[config.mk]
export PLATFORM = sky130hd
export DESIGN_NAME = sel_gen
export DESIGN_NICKNAME = d
export VERILOG_FILES = /design/src/rtl/sel_gen.sv
export SDC_FILE = /design/constraint.sdc
export NUM_CORES = 1
export LEC_CHECK = 0
export CORE_MARGIN = 3
export CORE_UTILIZATION = 40
export CTS_CLUSTER_DIAMETER = 40
export DETAILED_ROUTE_END_ITERATION = 12
export GPL_ROUTABILITY_DRIVEN = 0
export PLACE_DENSITY = 0.69
export SLEW_MARGIN = 20
export SYNTH_ARGS = -nofsm -noshare
export SYNTH_HDL_FRONTEND = slang
export SYNTH_SLANG_ARGS = --single-unit
export TNS_END_PERCENT = 1
[constraint.sdc]
create_clock -name clk -period 2.6 [get_ports clk]
set_input_delay 0.65 -clock clk [delete_from_list [all_inputs] [get_ports clk]]
set_output_delay 0.65 -clock clk [all_outputs]
set_load 0.01 [all_outputs]
[src/rtl/sel_gen.sv]
// Selection-code generator for the sel_mem write side: walks codes 0..N_SEL-1,
// strobes each for EN_CYC cycles, then waits for a datapath acknowledge.
module sel_gen #(
  parameter int WIDTH  = 4,
  parameter int N_SEL  = 9,
  parameter int EN_CYC = 2
) (
  input  logic             clk,
  input  logic             rst_n,
  input  logic             start,
  input  logic             abort,
  input  logic             step_ack,
  output logic [WIDTH-1:0] sel_out,
  output logic             sel_en,
  output logic             busy,
  output logic             done
);

  typedef enum logic [1:0] {
    S_IDLE,
    S_LOAD,
    S_WAIT,
    S_DONE
  } state_t;

  localparam logic [WIDTH-1:0] IDX_LAST = WIDTH'(N_SEL - 1);
  localparam logic [3:0]       CNT_LAST = 4'(EN_CYC - 1);

  state_t           state_q, state_d;
  logic [WIDTH-1:0] idx_q, idx_d;
  logic [3:0]       cnt_q, cnt_d;
  logic [WIDTH-1:0] sel_d;
  logic             en_d, busy_d, done_d;

  always_comb begin
    // NOTE: every combinational output gets a default first, so no path leaves one unassigned and no latch is inferred.
    state_d = state_q;
    idx_d   = idx_q;
    cnt_d   = cnt_q;

    unique case (state_q)
      S_IDLE: begin
        if (start) begin
          idx_d   = '0;
          cnt_d   = '0;
          state_d = S_LOAD;
        end
      end
      S_LOAD: begin
        if (cnt_q == CNT_LAST) begin
          cnt_d   = '0;
          state_d = S_WAIT;
        end else begin
          cnt_d = cnt_q + 4'd1;
        end
      end
      S_WAIT: begin
        if (step_ack) begin
          if (idx_q == IDX_LAST) begin
            state_d = S_DONE;
          end else begin
            idx_d   = idx_q + WIDTH'(1);
            state_d = S_LOAD;
          end
        end
      end
      S_DONE: state_d = S_IDLE;
      default: state_d = S_IDLE;
    endcase

    // Abort overrides everything but leaves the index where it stopped.
    if (abort) begin
      state_d = S_IDLE;
      idx_d   = idx_q;
      cnt_d   = cnt_q;
    end

    // Outputs are registered versions of the next-state decode, so they move
    // on the same edge as the state; sel_out only changes while loading.
    sel_d  = (state_d == S_LOAD) ? idx_d : sel_out;
    en_d   = (state_d == S_LOAD);
    busy_d = (state_d == S_LOAD) || (state_d == S_WAIT);
    done_d = (state_d == S_DONE);
  end

  // NOTE: state registers use non-blocking assignments so every flop samples pre-edge values.
  always_ff @(posedge clk) begin
    if (!rst_n) begin
      state_q <= S_IDLE;
      idx_q   <= '0;
      cnt_q   <= '0;
      sel_out <= '0;
      sel_en  <= 1'b0;
      busy    <= 1'b0;
      done    <= 1'b0;
    end else begin
      state_q <= state_d;
      idx_q   <= idx_d;
      cnt_q   <= cnt_d;
      sel_out <= sel_d;
      sel_en  <= en_d;
      busy    <= busy_d;
      done    <= done_d;
    end
  end

endmodule

* Word level (Yosys, flattened, before mapping)
Cells that the tools add are included.
** Word-level totals
- Flip-flop bits (word level) :: 17
- Output and inout bits :: 7
- Input bits :: 5
- Logic and storage cells :: 37
** Operators by class
- $add $sub $neg :: 2
- Mux-type cells :: 14
- Bitwise logic cells :: 1
- Equality and inequality tests :: 9
- Reductions and logical operators :: 4
** Operator list (count)
- 4-bit two-way mux :: 6
- 4-bit one-hot mux with 2 select lines :: 2
- 2-bit two-way mux :: 5
- 4-bit by 1-bit adder with 4-bit output, second input constant :: 2
- 2-bit == test, second input constant :: 4
- 2-bit one-hot mux with 4 select lines :: 1
- 2-bit by 1-bit == test with 1-bit output, second input constant :: 2
- 4-bit by 1-bit == test with 1-bit output, second input constant :: 1
- 4-bit == test, second input constant :: 1
- 3-bit AND reduction :: 1
- 2-bit logical NOT :: 1
- 2-bit != test, second input constant :: 1
- 2-bit nonzero test :: 1
- 1-bit logical OR :: 1
- 1-bit inverter :: 1

* Logic depth before layout (Yosys ltp)
- Depth in word-level cells :: 7
- Depth in mapped cells :: 9
- Gate-level depth less buffers :: 9

* Worst setup path before layout
OpenSTA, ideal clock, no wires.
- Kind :: register to register
- From :: reg idx_q[0]
- To :: reg sel_out[3]
- Data required time :: 2471 ps
- Stages on the path, launching flop included :: 10
- Arrival time :: 1675 ps
- Period minus slack after synthesis :: 1804 ps
- Library setup time :: 129 ps
- Path slack :: 796 ps
- Buffers on the path :: 0
- Cell sequence :: dfxtp_1 inv_1 ha_1 nand2_1 o21ai_0 a22oi_1 or2_2 ha_1 o21ai_0 a31oi_1
** On the way
- Word-level cells in the longest chain between the ends :: 6
- Elaborated cells between the ends (all ways) :: 11
- Those cells by class :: add/sub: 1; eq/ne: 2; mux: 8
** RTL lines
- start, declared :: line 30 : logic [WIDTH-1:0] idx_q, idx_d;
- start signal, assigned :: line 98 : idx_q <= idx_d;
- parallel branches: the longest is 6 deep, another holds 4-bit by 1-bit adder with 4-bit output
- end signal, assigned :: line 100 : sel_out <= sel_d;
- end, declared :: line 13 : output logic [WIDTH-1:0] sel_out,
Several ways; the timed one is not identified.
A chain may end at the register's enable or synchronous reset.

* Worst setup path after layout
- From :: in step_ack
- To :: reg sel_out[3]
** On the way
- Word-level cells in the longest chain between the ends :: 4
- Elaborated cells between the ends (all ways) :: 7
- Those cells by class :: eq/ne: 1; mux: 6
** RTL lines
- start, declared :: line 12 : input logic step_ack,
- 2-bit two-way mux :: line 58 : if (step_ack) begin
- 2-bit one-hot mux with 4 select lines :: line 41 : unique case (state_q)
- 2-bit two-way mux :: line 72 : if (abort) begin
- net state_d[0] :: line 29 : state_t state_q, state_d;
- 2-bit by 1-bit == test with 1-bit output :: line 80 : sel_d = (state_d == S_LOAD) ? idx_d : sel_out;
The timed path passes the listed nets, and every way through them passes these cells.

==> impl_results.md <==
* Via/cell ratio at 5.27
* Synthesis-to-finish area growth at 19.5%
* Die Height at 52.2 um
* Clock Pin Slew Worst Setup and Hold Paths at 0.10 ns
* Fin. Hold Viols at 0
* DP Area at 992 um^2
* Die area at 2720 um^2
* Final Skew at 0.00614 ns
* Run status: complete, no violations
* Crit. path cell count at 7
* Vias in the first global route at 622
* RSZ-0062 raised after global routing: false
* Final wirelength at 1.66 mm
* Post-synth top area share at 0.399
* Static leakage at 0.381 nW
* Num rows at 16
* Worst relative slew slack at 0.736
* Flop2flop setup slack at 0.58 ns
* Area leader, netlist: dfxtp_1
* Gr usage total at 0.151
* Yosys Warn Count at 0
* Share of layout cells above drive strength 1 at 0.0917
* Netlist Area Pre-Place at 853 um^2
* Nets at 122
* Final setup vio count at 0
* FF-to-FF End: sel_out[1]
* Fillcell total at 179
* CP startpoint: step_ack
* CP Class: in2reg
* Pin count of the biggest net entering global routing at 11
* Total design power at 0.000467 W
* Post-detail-place hpwl at 1.24 mm
* Drc violations at 0
* Worst Setup End Kind: flop
* Clock Sink Count at 17
* Hold path start: cnt_q[2]
* CP Launch Type: primary input
* Placement Setup Slack at 0.185 ns
* Worst-Skew Late Latency at 0.29 ns
* Syn Nets at 107
* Core box area at 1980 um^2
* Yosys reg bits at 17
* Hold Buf Count CTS at 0
* Clk buf depth at 2
* Crit path buf inv count at 1
* Min cycle time layout at 2.12 ns
* Worst Setup EP: sel_out[3]
* Starting density of the core at 0.431
* Reg2reg path depth at 8
* PD cells at 458 nW/um^2
* DRT antenna net count at 0
* Post-route cell area at 1020 um^2
* Starting DRT DRC Count at 17
* Post-Synthesis Cells at 95
* Initial antenna violation count at 0
* Worst Tran Pin Value at 0.391 ns
* Post-DR wirelength/cell at 12.2 um
* VDD IR max at 0.285 mV
* Worst Hold Class: reg2reg
* Sequential Area at 340 um^2
* Initial DRT Pass Iterations at 4
* Global route overflow at 0
* Setup Fix Bufs, Post-CTS at 0
* WP data required at 2.83 ns
* Setup_tns at 0 ns
* Avg Inst Size Synth at 8.98 um^2
* Worst-path cell chain: clkdlybuf4s50_1 -> mux2i_1 -> o21bai_1 -> nor2b_1 -> ha_1 -> o21ai_0 -> a31oi_1
* Area of the multi-input gates at 478 um^2
* Crit path max-delay cell type: clkdlybuf4s50_1
* Max-cap violations at 0
* Slew Limit Fails at 0
* Post-CTS sizing at 0
* CTS tree: yes
* H-tree depth at 1
* Worst path top cell family by delay: buffers and inverters
* Diodes inserted at 0
* Num CTS Buffers at 3
* First-pass GRT wire length at 2.99 mm
* Buffers on Ports at 11
* Crit path DAT at 2.35 ns
* Max incr delay on CP at 0.56 ns
* Highest clock rate at 0.471 GHz
* Async S/R FF share, synth at 0
* Worst r2r src: cnt_q[0]
* Post-synthesis cell type count at 35
* Synth top area cells: dfxtp_1 40%, ha_1 10%, o21ai_0 4.7%
* Commonest cells in the netlist: 17 x dfxtp_1, 9 x nor2_1, 8 x o21ai_0, 7 x ha_1, 5 x a21oi_1
* I/O Pins at 12
* Final worst slack at 0.477 ns
* Via count at 717
* Top FF cell, synth: dfxtp_1
* EDFF count, synth at 0
* Clk Tree Root Cell: clkbuf_4
* Count leader, synth: dfxtp_1
* Post-synthesis sequential area ratio at 0.399
* Fin crit share at 0.817
* CP Max Fanout at 8
* Die width at 52.2 um
cell families (layout without fill, tap and decap cells):
logic type / Yosys count / count (layout) / share of synthesized area
DFF: 17 / 17 / 0.399
buffers and inverters: 7 / 21 / 0.0410
AOI/OAI and AO/OA: 24 / 24 / 0.172
muxes: 3 / 3 / 0.0367
and+or+nand+nor: 37 / 37 / 0.249
adders and majority gates: 7 / 7 / 0.103
per-stage QoR:
stage	util	hold WS, ns	instances
floorplan	-	0.480	95
global placement	0.501	0.500	132
detailed placement	0.501	0.507	132
CTS	0.515	0.530	136
global route	0.515	0.556	136
finish	0.515	0.529	136
worst min-delay path, cell delays in order, from the launching register on:
cell and delay, ns:
dfxtp_1 0.36, nand2_1 0.07, a31oi_1 0.06
placed cells by master (no fill, tap or decap):
master           instances
or3b_4                   1
nand3_1                  2
o31a_1                   1
a31o_2                   1
buf_4                    2
nand2_1                  4
clkbuf_4                 3
nor3b_1                  3
o21a_1                   1
and3_1                   1
nand3b_1                 2
nor4b_1                  1
and2b_1                  1
mux2i_1                  2
nand4b_1                 1
a2bb2oi_1                1
inv_1                    4
or3_1                    2
a31oi_1                  4
a211oi_1                 1
nor2_1                   9
and2_0                   1
nor2b_1                  3
nand4_1                  1
and2_1                   3
o21bai_1                 1
clkinv_2                 1
dfxtp_1                 17
o21ai_0                  8
nor3_1                   1
clkdlybuf4s50_1         11
a21oi_1                  5
or2_2                    1
ha_1                     7
a22oi_1                  1
mux2_2                   1
final cells by class:
class	instances	share of cell area
Multi-Input combinational cell	71	0.469
Clock buffer	3	0.0221
Timing Repair Buffer	13	0.123
Sequential cell	17	0.334
Tap cell	27	0.0331
Clock inverter	1	0.00491
Inverter	4	0.0147
where the power goes:
part | switching, W | internal, W | leakage (nW) | total (W)
Clock | 0.0000832 | 0.0000573 | 0.0177 | 0.000141
Sequential | 0.00000505 | 0.000268 | 0.138 | 0.000273
Combinational | 0.0000264 | 0.0000280 | 0.225 | 0.0000543
layer usage:
metal | vias up | track usage | routed length, um
li1 | 363 | - | -
met1 | 326 | 0.218 | 816
met2 | 22 | 0.201 | 705
met3 | 6 | 0.0256 | 93
met4 | 0 | 0.0979 | 43
met5 | - | 0 | 0
worst min path at each step:
| stage | end | slack, ns | cells past startpoint |
|---|---|---|---|
| 2_1_floorplan | cnt_q[2] | 0.48 | 2 |
| 3_3_place_gp | cnt_q[2] | 0.50 | 2 |
| 3_5_place_dp | cnt_q[2] | 0.51 | 2 |
| 4_1_cts | cnt_q[2] | 0.53 | 2 |
| 5_1_grt | cnt_q[2] | 0.56 | 2 |
| 6_report | cnt_q[2] | 0.53 | 2 |
flip-flops by register name (all words and copies together), names as in the netlist:
| register | cells |
|---|---|
| idx_q | 4 |
| cnt_q | 4 |
| sel_out | 4 |
| state_q | 2 |
| busy | 1 |
| done | 1 |
| sel_en | 1 |
Power figures use the tool's default switching activity.
